## src/rtl/morse_pkg.sv

```systemverilog
// Shared types and constants for the Morse transmitter: symbol codes, FSM
// states, element lengths in units and width helpers.
package morse_pkg;

    localparam int unsigned UNIT_W = 3;

    typedef logic [UNIT_W-1:0] units_t;

    typedef enum logic [1:0] {
        SYM_DOT  = 2'b00,
        SYM_DASH = 2'b01,
        SYM_LGAP = 2'b10,
        SYM_WGAP = 2'b11
    } sym_t;

    typedef enum logic [1:0] {
        ST_IDLE  = 2'b00,
        ST_MARK  = 2'b01,
        ST_SPACE = 2'b10,
        ST_RGAP  = 2'b11
    } state_t;

    localparam units_t DOT_U     = 3'd1;
    localparam units_t DASH_U    = 3'd3;
    localparam units_t ELEM_SP_U = 3'd1;
    localparam units_t LGAP_U    = 3'd2;
    localparam units_t WGAP_U    = 3'd6;
    localparam units_t RGAP_U    = 3'd7;

    // State and unit count an element starts with
    typedef struct packed {
        state_t state;
        units_t units;
    } load_t;

    // Bit width needed to hold 0..v-1, never narrower than one bit
    function automatic int unsigned clog2_min1(input int unsigned v);
        return (v > 1) ? $clog2(v) : 1;
    endfunction

    // Entry state for a symbol: marks for dot/dash, pure spaces for gaps
    function automatic load_t sym_load(input logic [1:0] code);
        load_t ld;
        ld.state = ST_SPACE;
        ld.units = WGAP_U;
        case (sym_t'(code))
            SYM_DOT:  begin ld.state = ST_MARK;  ld.units = DOT_U;  end
            SYM_DASH: begin ld.state = ST_MARK;  ld.units = DASH_U; end
            SYM_LGAP: begin ld.state = ST_SPACE; ld.units = LGAP_U; end
            SYM_WGAP: begin ld.state = ST_SPACE; ld.units = WGAP_U; end
        endcase
        return ld;
    endfunction

endpackage

```

## src/rtl/morse_seq_tx_if.sv

```systemverilog
// Command/status bundle between the command logic (master) and the Morse
// transmitter (slave).
interface morse_seq_tx_if
    import morse_pkg::*;
#(
    parameter int unsigned MAX_SYM = 16
);
    localparam int unsigned MSG_W = 2 * MAX_SYM;
    localparam int unsigned LEN_W = clog2_min1(MAX_SYM + 1);
    localparam int unsigned IDX_W = clog2_min1(MAX_SYM);

    logic             start;
    logic [MSG_W-1:0] msg;
    logic [LEN_W-1:0] len;
    logic             repeat_en;
    logic             abort;
    logic             pin_out;
    logic             busy;
    logic             done;
    logic [IDX_W-1:0] sym_idx;

    modport master (
        output start, msg, len, repeat_en, abort,
        input  pin_out, busy, done, sym_idx
    );

    modport slave (
        input  start, msg, len, repeat_en, abort,
        output pin_out, busy, done, sym_idx
    );

endinterface

```

## src/rtl/morse_unit_tick.sv

```systemverilog
// Morse time-unit prescaler: tick is high during the last clock of every
// unit; clr restarts the unit so each element gets whole units.
module morse_unit_tick
    import morse_pkg::*;
#(
    parameter int unsigned UNIT_CYCLES = 12_500_000
) (
    input  logic clk,
    input  logic rst_n,
    input  logic clr,
    output logic tick
);
    localparam int unsigned PW = clog2_min1(UNIT_CYCLES);
    localparam logic [PW-1:0] LAST = PW'(UNIT_CYCLES - 1);

    logic [PW-1:0] presc_q;
    logic [PW-1:0] presc_n;
    logic          tick_n;

    // tick is registered from the next prescaler value so it lines up with presc == LAST
    always_comb begin
        presc_n = presc_q + PW'(1);
        if (clr || (presc_q == LAST)) begin
            presc_n = '0;
        end
        tick_n = (presc_n == LAST);
    end

    always_ff @(posedge clk or negedge rst_n) begin
        if (!rst_n) begin
            presc_q <= '0;
            tick    <= 1'b0;
        end else begin
            presc_q <= presc_n;
            tick    <= tick_n;
        end
    end

endmodule

```

## src/rtl/morse_seq_tx.sv

```systemverilog
// Morse message transmitter: walks a latched list of dot/dash/gap symbols
// and drives the output pin with unit-based timing, optionally looping.
module morse_seq_tx
    import morse_pkg::*;
#(
    parameter int unsigned UNIT_CYCLES = 12_500_000,
    parameter int unsigned MAX_SYM     = 16
) (
    input logic           clk,
    input logic           rst_n,
    morse_seq_tx_if.slave bus
);
    localparam int unsigned MSG_W = 2 * MAX_SYM;
    localparam int unsigned LEN_W = clog2_min1(MAX_SYM + 1);
    localparam int unsigned IDX_W = clog2_min1(MAX_SYM);

    state_t           state_q, state_n;
    units_t           units_q, units_n;
    logic [IDX_W-1:0] idx_q, idx_n;
    logic [MSG_W-1:0] msg_q, msg_n;
    logic [LEN_W-1:0] len_q, len_n;
    logic             rep_q, rep_n;
    logic             done_n;
    logic             pin_q, busy_q, done_q;

    logic             tick;
    logic             expire_c;
    logic             clr_c;
    logic             last_c;
    logic [IDX_W-1:0] idx_inc_c;
    logic [LEN_W-1:0] len_clamp_c;
    load_t            ld_new_c, ld_first_c, ld_next_c;

    // Prescaler held cleared in IDLE and restarted on every element boundary
    morse_unit_tick #(
        .UNIT_CYCLES(UNIT_CYCLES)
    ) u_tick (
        .clk  (clk),
        .rst_n(rst_n),
        .clr  (clr_c),
        .tick (tick)
    );

    always_comb begin
        len_clamp_c = (bus.len > LEN_W'(MAX_SYM)) ? LEN_W'(MAX_SYM) : bus.len;
        idx_inc_c   = idx_q + IDX_W'(1);
        last_c      = (LEN_W'(idx_q) == (len_q - LEN_W'(1)));
        expire_c    = tick && (units_q == UNIT_W'(1));
        clr_c       = (state_q == ST_IDLE) || bus.abort || expire_c;
        ld_new_c    = sym_load(bus.msg[1:0]);
        ld_first_c  = sym_load(msg_q[1:0]);
        ld_next_c   = sym_load(msg_q[{idx_inc_c, 1'b0} +: 2]);
    end

    // Next-state logic; abort overrides everything and suppresses done
    always_comb begin
        state_n = state_q;
        units_n = units_q;
        idx_n   = idx_q;
        msg_n   = msg_q;
        len_n   = len_q;
        rep_n   = rep_q;
        done_n  = 1'b0;

        if (bus.abort) begin
            state_n = ST_IDLE;
            units_n = '0;
            idx_n   = '0;
        end else begin
            if (tick && (state_q != ST_IDLE)) begin
                units_n = units_q - UNIT_W'(1);
            end
            case (state_q)
                ST_IDLE: begin
                    if (bus.start && (bus.len != '0)) begin
                        msg_n   = bus.msg;
                        len_n   = len_clamp_c;
                        rep_n   = bus.repeat_en;
                        idx_n   = '0;
                        state_n = ld_new_c.state;
                        units_n = ld_new_c.units;
                    end
                end
                ST_MARK: begin
                    if (expire_c) begin
                        state_n = ST_SPACE;
                        units_n = ELEM_SP_U;
                    end
                end
                ST_SPACE: begin
                    if (expire_c) begin
                        if (!last_c) begin
                            idx_n   = idx_inc_c;
                            state_n = ld_next_c.state;
                            units_n = ld_next_c.units;
                        end else begin
                            done_n = 1'b1;
                            if (rep_q) begin
                                state_n = ST_RGAP;
                                units_n = RGAP_U;
                            end else begin
                                state_n = ST_IDLE;
                                units_n = '0;
                                idx_n   = '0;
                            end
                        end
                    end
                end
                ST_RGAP: begin
                    if (expire_c) begin
                        idx_n   = '0;
                        state_n = ld_first_c.state;
                        units_n = ld_first_c.units;
                    end
                end
                default: begin
                    state_n = ST_IDLE;
                end
            endcase
        end
    end

    // Outputs registered from next-state values for zero start latency
    always_ff @(posedge clk or negedge rst_n) begin
        if (!rst_n) begin
            state_q <= ST_IDLE;
            units_q <= '0;
            idx_q   <= '0;
            msg_q   <= '0;
            len_q   <= '0;
            rep_q   <= 1'b0;
            pin_q   <= 1'b0;
            busy_q  <= 1'b0;
            done_q  <= 1'b0;
        end else begin
            state_q <= state_n;
            units_q <= units_n;
            idx_q   <= idx_n;
            msg_q   <= msg_n;
            len_q   <= len_n;
            rep_q   <= rep_n;
            pin_q   <= (state_n == ST_MARK);
            busy_q  <= (state_n != ST_IDLE);
            done_q  <= done_n;
        end
    end

    assign bus.pin_out = pin_q;
    assign bus.busy    = busy_q;
    assign bus.done    = done_q;
    assign bus.sym_idx = idx_q;

endmodule

```

## src/flat_wrapper.sv

```systemverilog
// flat-port wrapper written by rule: the top's interface ports become plain ports
module morse_seq_tx_flat import morse_pkg::*;
#(
    parameter int unsigned UNIT_CYCLES = 12_500_000,
    parameter int unsigned MAX_SYM     = 16
)
  (clk, rst_n, bus_start, bus_msg, bus_len, bus_repeat_en, bus_abort, bus_pin_out, bus_busy, bus_done, bus_sym_idx);
  morse_seq_tx_if #(.MAX_SYM(MAX_SYM)) bus_i ();
  input logic clk;
  input logic rst_n;
  input wire logic [$bits(bus_i.start)-1:0] bus_start;
  input wire logic [$bits(bus_i.msg)-1:0] bus_msg;
  input wire logic [$bits(bus_i.len)-1:0] bus_len;
  input wire logic [$bits(bus_i.repeat_en)-1:0] bus_repeat_en;
  input wire logic [$bits(bus_i.abort)-1:0] bus_abort;
  output wire logic [$bits(bus_i.pin_out)-1:0] bus_pin_out;
  output wire logic [$bits(bus_i.busy)-1:0] bus_busy;
  output wire logic [$bits(bus_i.done)-1:0] bus_done;
  output wire logic [$bits(bus_i.sym_idx)-1:0] bus_sym_idx;
  assign bus_i.start = bus_start;
  assign bus_i.msg = bus_msg;
  assign bus_i.len = bus_len;
  assign bus_i.repeat_en = bus_repeat_en;
  assign bus_i.abort = bus_abort;
  assign bus_pin_out = bus_i.pin_out;
  assign bus_busy = bus_i.busy;
  assign bus_done = bus_i.done;
  assign bus_sym_idx = bus_i.sym_idx;
  morse_seq_tx #(.UNIT_CYCLES(UNIT_CYCLES), .MAX_SYM(MAX_SYM)) u_core (.clk(clk), .rst_n(rst_n), .bus(bus_i));
endmodule
```

## config.mk

```make
export PLATFORM = sky130hd
export DESIGN_NAME = morse_seq_tx_flat
export DESIGN_NICKNAME = d
export VERILOG_FILES = /design/src/rtl/morse_pkg.sv /design/src/rtl/morse_seq_tx_if.sv /design/src/rtl/morse_unit_tick.sv /design/src/rtl/morse_seq_tx.sv /design/src/flat_wrapper.sv
export SDC_FILE = /design/constraint.sdc
export NUM_CORES = 1
export LEC_CHECK = 0
export CELL_PAD_IN_SITES_DETAIL_PLACEMENT = 0
export CELL_PAD_IN_SITES_GLOBAL_PLACEMENT = 2
export CORE_MARGIN = 2
export CORE_UTILIZATION = 30
export CTS_BUF_LIST = sky130_fd_sc_hd__clkbuf_8
export DETAILED_ROUTE_END_ITERATION = 16
export PLACE_DENSITY = 0.75
export RECOVER_POWER = 100
export SYNTH_ARGS = -nofsm -noshare
export SYNTH_HDL_FRONTEND = slang
export SYNTH_SLANG_ARGS = --single-unit
```

## constraint.sdc

```tcl
create_clock -name clk -period 2.3 [get_ports clk]
set_input_delay 0.575 -clock clk [delete_from_list [all_inputs] [get_ports clk]]
set_output_delay 0.575 -clock clk [all_outputs]
set_load 0.005 [all_outputs]
```

==> impl_metrics.tcl, run 1 <==
set metrics [dict create \
    outcome "finished clean" \
    path_max_fanout 5 \
    setup_viol 0 \
    grt_max_degree 32 \
    cts_tree "built" \
    critPathKind "in2reg" \
    fp-row-count 43 \
    rr_startpoint "u_core.bus.sym_idx[0]" \
    crit_chain "clkdlybuf4s50_1 -> or4_4 -> o21ai_4 -> a222oi_1 -> buf_4 -> a21oi_1 -> nand2_1 -> mux2_1" \
    via_per_inst 5.02 \
    yosys.area.top_type "dfrtp_1" \
    drive_gt1_frac 0.230 \
    vdd_ir_drop_max_mv 0.403 \
    end_kind "register" \
    portBuffers 48 \
    fin_nets 550 \
    numCtsBuffers 9 \
    grt_pass1_wl_mm 17.6 \
    cts_root_buf "clkbuf_8" \
    global_route.overflow_total 0 \
    antenna_found_initial 0 \
    syn_inst 416 \
    reg2reg_to "u_core.bus.busy" \
    synth_top_area_share 0.436 \
    syn_nets 467 \
    avgSynthCellArea_sq_um 10.4 \
    synth_edf_count 0 \
    max_freq_mhz 453 \
    drt_iter0_drc 139 \
    cts_sinks 75 \
    initial_core_util 0.309 \
    hp-class "in2async" \
    die_w_um 124 \
    drt_wl_total_mm 10.6 \
    routed-via-count 3435 \
    slowest_stage "or4_4" \
    dpl.hpwl_mm 7.90 \
    synthArstFlopShare 1.00 \
    cts_max_level 3 \
    layout_commonest_cell "dfrtp_1" \
    first_pass_iters 5 \
    die-area_sq_um 15300 \
    synth_warnings 0 \
    layout_common_cells "dfrtp_1 (73), nor2_1 (42), clkdlybuf4s50_1 (41), buf_4 (39), mux2_2 (35)" \
    final_core_util 0.399 \
    fin_cells 684 \
    clkSlewWorstSetupHoldPaths_ns 0.10 \
    synth_seq_area_share 0.436 \
    area_delta_synth_final_pct 28.9 \
    drc 0 \
    slowest_delay_ns 0.45 \
    ys_ff_latch 75 \
    ys_top_cells_by_area "dfrtp_1 (44%), mux2_2 (9.1%), mux4_2 (4.2%)" \
    ff2ff_path_depth 7 \
    antenna_cells 0 \
    clk_latency_ns 0.38 \
    die_h_um 124 \
    startpoint_type "primary input" \
    synth_ff_type "dfrtp_1" \
    layout_min_cycle_time_ns 2.21 \
    grt_setup_unrepaired "true" \
    grt_usage 0.151 \
    max_slew.worst_pin.slew_ns 1.30 \
    final_max_slew_viol_count 0 \
    synth_cell_types 62 \
    synthesis.area_sq_um 4310 \
    timing.critical_path.required_ns 2.58 \
    slew_headroom 0.136 \
    ioPinCount 49 \
    wl_per_cell_um 15.4 \
    dp_cells 665 \
    hold_violations 0 \
    p_per_area_nw_per_um2 631 \
    p_leak_nw 2.28 \
    arrival_ns 2.49 \
    gp_congestion 0.800 \
    maxCapViolations 0 \
    drtAntennaViolNets 0 \
    skew_ns 0.0136 \
    grt_pass1_vias 3440 \
    fin_tns_setup_ns 0 \
    coreArea_sq_um 13900 \
    period_share 0.961 \
    clock_path_buffers 2 \
    r2r_slack_ns 0.12 \
]
-- cells in the mapped netlist, types with 3 or more instances --
library cell,count
a21oi_1,14
xnor2_1,14
nand2_1,25
o21ai_0,16
nor2_1,42
buf_2,10
dfrtp_1,75
nor4b_1,4
nor2b_1,7
and2_1,3
and3_1,4
a211oi_1,6
nand4_1,6
xor2_1,14
nand2b_1,11
inv_1,16
clkbuf_1,7
nand3_1,17
mux2i_1,5
mux4_2,8
nor3_1,11
ha_1,9
and4_1,4
o22ai_1,4
mux2_2,35
-- worst max-delay path, delay by kind of cell --
family / cells / cell delay, ns
mux: 1 / 0.32
simple gates: 2 / 0.54
buf+inv: 2 / 0.59
compound gates: 3 / 0.45
-- state kept, by name, summed over array words and instances (netlist names) --
| name | count |
|---|---|
| u_core.msg_q | 32 |
| u_core.u_tick.presc_q | 24 |
| u_core.len_q | 5 |
| u_core.bus.sym_idx | 4 |
| u_core.units_q | 3 |
| u_core.state_q | 2 |
| u_core.bus.busy | 1 |
| u_core.bus.done | 1 |
| u_core.bus.pin_out | 1 |
| u_core.rep_q | 1 |
| u_core.u_tick.tick | 1 |
-- where the power goes --
group | internal, W | total, W | switching (W)
Sequential | 0.00150 | 0.00162 | 0.000115
Combinational | 0.000434 | 0.000757 | 0.000324
Clock | 0.000534 | 0.00113 | 0.000597
Total | 0.00247 | 0.00351 | 0.00104
-- routing by layer --
metal	share of wire	global-route usage	vias to the layer above
li1	-	-	1671
met1	0.47	0.208	1685
met2	0.48	0.231	66
met3	0.033	0.0325	13
met4	0.017	0.0575	0
met5	0	0	-
-- layout make-up --
cell class                 instances  area (sq um)
sequential                        75          1880
tap                              180           225
multi-input combinational        306          2330
fill                            1377          8380
clock inverter                     7          95.1
timing repair buffer              91           847
inverter                          16          60.1
clock buffer                       9           124
-- timing repair --
| item | in CTS | in global routing |
|---|---|---|
| resized for setup | 4 | 13 |
| endpoints found under the setup margin | 22 | 11 |
| hold buffers | 0 | 0 |
| gates cloned | 0 | 0 |
| buffers inserted | 0 | 3 |
| pin swaps | 1 | 8 |
| hold endpoints to repair | 0 | 0 |
-- how the worst max path moves through the flow --
stage / startpoint / to / slack (ns) / cells past startpoint
2_1_floorplan: bus_len[0] / u_core.msg_q[10] / -0.02 / 6
3_3_place_gp: bus_len[0] / u_core.bus.pin_out / -0.45 / 6
3_5_place_dp: bus_len[0] / u_core.msg_q[25] / -0.44 / 6
4_1_cts: u_core.bus.sym_idx[0] / u_core.units_q[0] / -0.02 / 7
5_1_grt: u_core.units_q[1] / u_core.bus.sym_idx[3] / -0.01 / 9
6_report: bus_len[0] / u_core.bus.sym_idx[3] / 0.09 / 8
-- kinds of logic (layout without fill, tap and decap cells) --
family | Yosys count | after routing | synth area share
compound gates | 65 | 65 | 0.103
xor+xnor | 28 | 28 | 0.0569
mux | 49 | 49 | 0.148
flops | 75 | 75 | 0.436
buf+inv | 35 | 123 | 0.0360
fa+ha+maj | 9 | 9 | 0.0261
simple gates | 155 | 155 | 0.195
-- metrics by stage --
step	setup WS (ns)	cell area [sq um]	total power (W)	hold slack, ns
global route	-0.0149	5560	0.00373	0.137
global placement	-0.454	5260	0.00236	0.482
CTS	-0.0223	5500	0.00356	0.133
detailed placement	-0.444	5260	0.00239	0.490
finish	0.0908	5560	0.00351	0.125
floorplan	-0.0191	4320	0.00206	0.279
(Power assumes the default switching activity.)
==> inputs of run 2 (changes only) <==
--- a/config.mk
+++ b/config.mk
@@ -5,13 +5,15 @@
 export SDC_FILE = /design/constraint.sdc
 export NUM_CORES = 1
 export LEC_CHECK = 0
-export CELL_PAD_IN_SITES_DETAIL_PLACEMENT = 0
-export CELL_PAD_IN_SITES_GLOBAL_PLACEMENT = 2
+export CAP_MARGIN = 20
+export CELL_PAD_IN_SITES_DETAIL_PLACEMENT = 1
+export CELL_PAD_IN_SITES_GLOBAL_PLACEMENT = 1
+export CORE_ASPECT_RATIO = 0.9
 export CORE_MARGIN = 2
 export CORE_UTILIZATION = 30
 export CTS_BUF_LIST = sky130_fd_sc_hd__clkbuf_8
 export DETAILED_ROUTE_END_ITERATION = 16
-export PLACE_DENSITY = 0.75
+export PLACE_DENSITY = 0.65
 export RECOVER_POWER = 100
 export SYNTH_ARGS = -nofsm -noshare
 export SYNTH_HDL_FRONTEND = slang
==> run 2 against run 1 <==
  * Critical path depth did not move
  * Hold slack improved by 0.25 ns
  * Sequential cell count stayed put
  * Fmax is 2.4% lower
  * Largest power group unchanged
  * Combinational power is 4.5% higher
  * Non-clock buffer count shrank 1
  * Core utilization shrank 0.20 points
  * Clock skew fell by 0.0026 ns
  * Highest routed layer unchanged
  * Cell area stayed put
  * Total power up 0.26%
  * Clock power hardly changed
  * Sequential power is essentially flat
==> impl_metrics.tcl, run 2 (synthesis gave the netlist of run 1 again) <==
set metrics [dict create \
    grt_setup_unrepaired "true" \
    path_max_fanout 5 \
    ioPinCount 49 \
    vdd_ir_drop_max_mv 0.284 \
    fin_cells 696 \
    rr_startpoint "u_core.units_q[1]" \
    power_frac_seq 0.461 \
    top_regs "u_core.msg_q x32, u_core.u_tick.presc_q x24, u_core.len_q x5" \
    critPathKind "in2reg" \
    final_core_util 0.397 \
    ff2ff_path_depth 9 \
    gp_congestion 0.827 \
    grt_max_degree 40 \
    wl_per_cell_um 16.8 \
    arrival_ns 2.53 \
    period_share 0.984 \
    end_kind "register" \
    cts_sinks 75 \
    routed-via-count 3501 \
    numCtsBuffers 9 \
    drc 0 \
    cts_tree "built" \
    switching_power_w 0.00105 \
    p_comb_frac 0.225 \
    layout_min_cycle_time_ns 2.26 \
    startpoint_type "primary input" \
    crit_start "bus_len[2]" \
    hp-class "in2async" \
    p_leak_nw 2.25 \
    global_route.overflow_total 0 \
    hold_violations 0 \
    cts_max_level 3 \
    portBuffers 48 \
    die-area_sq_um 15300 \
    max_slew.worst_pin.slew_ns 1.05 \
    fillers 1551 \
    setup_viol 0 \
    max_freq_mhz 442 \
    timing.critical_path.required_ns 2.56 \
    clkPwrFrac 0.314 \
    p_per_area_nw_per_um2 632 \
    intPower_w 0.00246 \
    drt_wl_total_mm 11.7 \
    cts_root_buf "clkbuf_8" \
    antenna_cells 0 \
    grt_pass1_wl_mm 19.3 \
    slew_headroom 0.298 \
    drive_gt1_frac 0.250 \
    drtAntennaViolNets 0 \
    via_per_inst 5.03 \
    layout_commonest_cell "dfrtp_1" \
    grt_usage 0.160 \
    outcome "finished clean" \
    largest_reg_flops 32 \
    grt_pass1_vias 3768 \
    drt_iter0_drc 117 \
    hold_buffers 0 \
    clock_path_buffers 2 \
    maxCapViolations 0 \
    die_w_um 130 \
    skew_ns 0.0110 \
    clkSlewWorstSetupHoldPaths_ns 0.09 \
    dpl.hpwl_mm 8.53 \
    initial_core_util 0.308 \
    holdWs_ns 0.376 \
    p_sw_frac 0.299 \
    final_max_slew_viol_count 0 \
    antenna_found_initial 0 \
    clk_latency_ns 0.37 \
    layout_common_cells "dfrtp_1 (71), nor2_1 (42), clkdlybuf4s50_1 (39), mux2_2 (35), buf_4 (35)" \
    largest_register "u_core.msg_q" \
    first_pass_iters 4 \
    area_delta_synth_final_pct 28.9 \
    coreArea_sq_um 14000 \
    dp_cells 677 \
    die_h_um 118 \
    fp-row-count 41 \
    fin_nets 549 \
]
run 2: changes by cell type in the layout (fill, tap and decap cells not counted), sizes merged:
cell | before | now
buf | 42 | 39
clkbuf | 10 | 13
clkdlybuf4s50 | 41 | 39
clkinv | 2 | 1
clkinvlp | 0 | 1
dlygate4sd3 | 3 | 5
dlymetal6s4s | 1 | 0
run 2: final cells by class:
type | instances | area [sq um] | share of cell area
sequential | 75 | 1880 | 0.339
timing repair buffer | 90 | 815 | 0.147
clock buffer | 9 | 124 | 0.0223
multi-input combinational | 306 | 2350 | 0.423
clock inverter | 7 | 83.8 | 0.0151
inverter | 16 | 60.1 | 0.0108
tap | 193 | 241 | 0.0435
run 2: final timing paths:
check | end | slack, ns
min in group clk | u_core.len_q[3] | 0.50
worst max-delay path | u_core.bus.sym_idx[3] | 0.04
worst min register to register | u_core.msg_q[30] | 0.51
worst min-delay path | u_core.u_tick.presc_q[5] | 0.38
max in group asynchronous | u_core.msg_q[6] | 0.73
worst max register to register | u_core.bus.sym_idx[3] | 0.05
run 2: per-layer routing:
| layer | track usage | vias to the layer above | part of all wire |
|---|---|---|---|
| li1 | - | 1663 | - |
| met1 | 0.226 | 1756 | 0.48 |
| met2 | 0.247 | 62 | 0.48 |
| met3 | 0.0264 | 20 | 0.027 |
| met4 | 0.0592 | 0 | 0.017 |
| met5 | 0 | - | 0 |
run 2: repair_timing:
| action | in CTS | in global routing |
|---|---|---|
| endpoints found under the hold margin | 0 | 0 |
| endpoints found under the setup margin | 42 | 12 |
| pin swaps | 1 | 5 |
| buffers inserted | 0 | 4 |
| gates resized for setup | 6 | 20 |
run 2: per-stage QoR:
stage               setup TNS (ns)  total power (W)  setup slack, ns  cell area [sq um]
floorplan                   -0.572          0.00206          -0.0191               4320
global placement            -19.92          0.00236           -0.476               5270
detailed placement          -21.01          0.00241           -0.474               5270
CTS                              0          0.00355           0.0126               5500
global route                -0.106          0.00373          -0.0596               5560
finish                           0          0.00351           0.0361               5560
run 2: critical path, stage by stage:
cell and delay [ns]:
clkdlybuf4s50_1 0.43, or4_4 0.45, o21ai_4 0.22, a222oi_1 0.15
buf_4 0.17, a21oi_2 0.13, nand2_2 0.09, mux2_4 0.31
run 2: power groups by stage:
stage	Clock (W)	Combinational, W	Sequential (W)
final	0.00110	0.000791	0.00162
after global routing	0.00121	0.000877	0.00165
after CTS	0.00115	0.000778	0.00162
after floorplan	0	0.000460	0.00160
after detailed placement	0	0.000766	0.00164
after global placement	0	0.000733	0.00163
==> inputs of run 3 (changes only) <==
--- a/config.mk
+++ b/config.mk
@@ -13,6 +13,7 @@
 export CORE_UTILIZATION = 30
 export CTS_BUF_LIST = sky130_fd_sc_hd__clkbuf_8
 export DETAILED_ROUTE_END_ITERATION = 16
+export GPL_TIMING_DRIVEN = 0
 export PLACE_DENSITY = 0.65
 export RECOVER_POWER = 100
 export SYNTH_ARGS = -nofsm -noshare
==> run 3 against run 2 <==
  * The run now ends with setup timing left
  * Cell area rose by 0.52%
  * Non-clock buffer count unchanged
  * Clock power down 7%
  * Worst setup slack worse by 0.070 ns
  * Register-to-register slack better by 0.02 ns
  * Hold slack improved by 0.052 ns
  * Fmax fell by 3.0%
  * Via count up 1.1%
  * Clock skew grew 0.0027 ns
  * First-iteration DRC count fell by 12%
  * Cell count unchanged
  * Highest routed layer unchanged
==> impl_metrics.tcl, run 3 (synthesis gave the netlist of run 1 again) <==
set metrics [dict create \
    outcome "complete, but fails checks" \
    violations "setup timing" \
    portBuffers 47 \
    gp_congestion 0.850 \
    clkSlewWorstSetupHoldPaths_ns 0.09 \
    end_kind "register" \
    hold_buffers 0 \
    layout_min_cycle_time_ns 2.33 \
    fin_area_sq_um 5590 \
    final_max_slew_viol_count 0 \
    worst_slack_ns -0.0341 \
    largest_register "u_core.msg_q" \
    path_max_fanout 4 \
    cts_max_level 3 \
    fillers 1560 \
    grt_pass1_vias 3682 \
    hp-class "in2async" \
    die-area_sq_um 15300 \
    timing.critical_path.required_ns 2.57 \
    cts_sinks 75 \
    top_regs "u_core.msg_q x32, u_core.u_tick.presc_q x24, u_core.len_q x5" \
    layout_commonest_cell "dfrtp_1" \
    largest_reg_flops 32 \
    fin_nets 549 \
    period_share 1.01 \
    hold_violations 0 \
    regArea_sq_um 1880 \
    arrival_ns 2.61 \
    antenna_cells 0 \
    die_w_um 130 \
    antenna_found_initial 0 \
    rr_startpoint "u_core.bus.sym_idx[0]" \
    wl_per_cell_um 16.8 \
    grt_usage 0.157 \
    layout_common_cells "dfrtp_1 (72), nor2_1 (42), clkdlybuf4s50_1 (41), mux2_2 (35), buf_4 (26)" \
    critPathKind "in2reg" \
    final_core_util 0.399 \
    first_pass_iters 4 \
    endpoint "u_core.bus.sym_idx[3]" \
    drt_iter0_drc 103 \
    dpl.hpwl_mm 8.27 \
    reg2reg_to "u_core.bus.busy" \
    p_leak_nw 2.26 \
    numCtsBuffers 9 \
    max_slew.worst_pin.slew_ns 1.23 \
    die_h_um 118 \
    multi_input_area_sq_um 2420 \
    ioPinCount 49 \
    cts_tree "built" \
    crit_start "bus_len[2]" \
    initial_core_util 0.308 \
    grt_max_degree 56 \
    cts_root_buf "clkbuf_8" \
    coreArea_sq_um 14000 \
    fp-row-count 41 \
    grt_setup_unrepaired "true" \
    maxCapViolations 0 \
    via_per_inst 5.09 \
    r2r_slack_ns 0.07 \
    drive_gt1_frac 0.260 \
    drc 0 \
    global_route.overflow_total 0 \
    p_per_area_nw_per_um2 611 \
    grt_pass1_wl_mm 18.9 \
    clock_path_buffers 2 \
    drtAntennaViolNets 0 \
    skew_ns 0.0137 \
    routed-via-count 3541 \
    area_delta_synth_final_pct 29.6 \
    drt_wl_total_mm 11.7 \
    postPlaceCellArea_sq_um 5050 \
    startpoint_type "primary input" \
    max_freq_mhz 428 \
    clk_latency_ns 0.38 \
    setup_viol 1 \
    fin_tns_setup_ns -0.0341 \
    vdd_ir_drop_max_mv 0.324 \
    ff2ff_path_depth 7 \
    slew_headroom 0.180 \
]
run 3: cell types whose count changed in the layout (fill, tap and decap cells not counted), sizes merged:
cell / previous run / this run
clkbuf: 13 / 16
dlygate4sd3: 5 / 4
bufinv: 1 / 0
dlymetal6s2s: 3 / 0
inv: 20 / 21
dlygate4sd2: 0 / 1
buf: 39 / 37
clkdlybuf4s50: 39 / 41
run 3: per-stage QoR:
step	hold slack [ns]	total power [W]	setup slack [ns]	cells
2_1_floorplan	0.279	0.00206	-0.0191	416
6_report	0.428	0.00342	-0.0341	696
3_3_place_gp	0.484	0.00229	-2.08	656
5_1_grt	0.515	0.00360	-0.0592	696
3_5_place_dp	0.489	0.00234	-0.816	657
4_1_cts	0.0815	0.00341	-0.0259	684
run 3: worst min path at each step:
| stage | end | cells past startpoint | slack [ns] | start |
|---|---|---|---|---|
| finish | u_core.u_tick.presc_q[23] | 1 | 0.43 | rst_n |
| CTS | u_core.u_tick.presc_q[23] | 1 | 0.08 | rst_n |
| floorplan | u_core.bus.busy | 0 | 0.28 | rst_n |
| global placement | u_core.msg_q[2] | 1 | 0.48 | u_core.msg_q[2] |
| detailed placement | u_core.msg_q[31] | 1 | 0.49 | u_core.msg_q[31] |
| global route | u_core.u_tick.presc_q[23] | 1 | 0.51 | rst_n |
run 3: layer usage:
| metal | track usage | vias to the layer above | share of wire |
|---|---|---|---|
| li1 | - | 1669 | - |
| met1 | 0.217 | 1806 | 0.47 |
| met2 | 0.247 | 49 | 0.48 |
| met3 | 0.0245 | 17 | 0.023 |
| met4 | 0.0618 | 0 | 0.020 |
| met5 | 0 | - | 0 |
run 3: timing repair:
action                                  4_1_cts  5_1_grt
endpoints found under the setup margin       53       57
pin swaps                                    12       15
cloned                                        0        0
resized for setup                            31       23
buffers inserted                             12       13
run 3: cell type report:
class	count	area share
inverters	16	0.0108
clock buffers	9	0.0222
well taps	193	0.0432
clock inverters	7	0.0116
flip-flops and latches	75	0.337
repair buffers	73	0.118
multi-input cells	306	0.433
plain buffers	17	0.0251
run 3: critical path: stages:
cell	delay [ns]
clkdlybuf4s50_1	0.42
or4_4	0.58
o21ai_4	0.20
a222oi_1	0.15
a21oi_1	0.25
nand2_2	0.10
mux2_1	0.32
run 3: power by group:
| part | switching (W) | total (W) | internal, W |
|---|---|---|---|
| combinational | 0.000338 | 0.000761 | 0.000423 |
| sequential | 0.000129 | 0.00163 | 0.00150 |
| clock | 0.000603 | 0.00102 | 0.000420 |
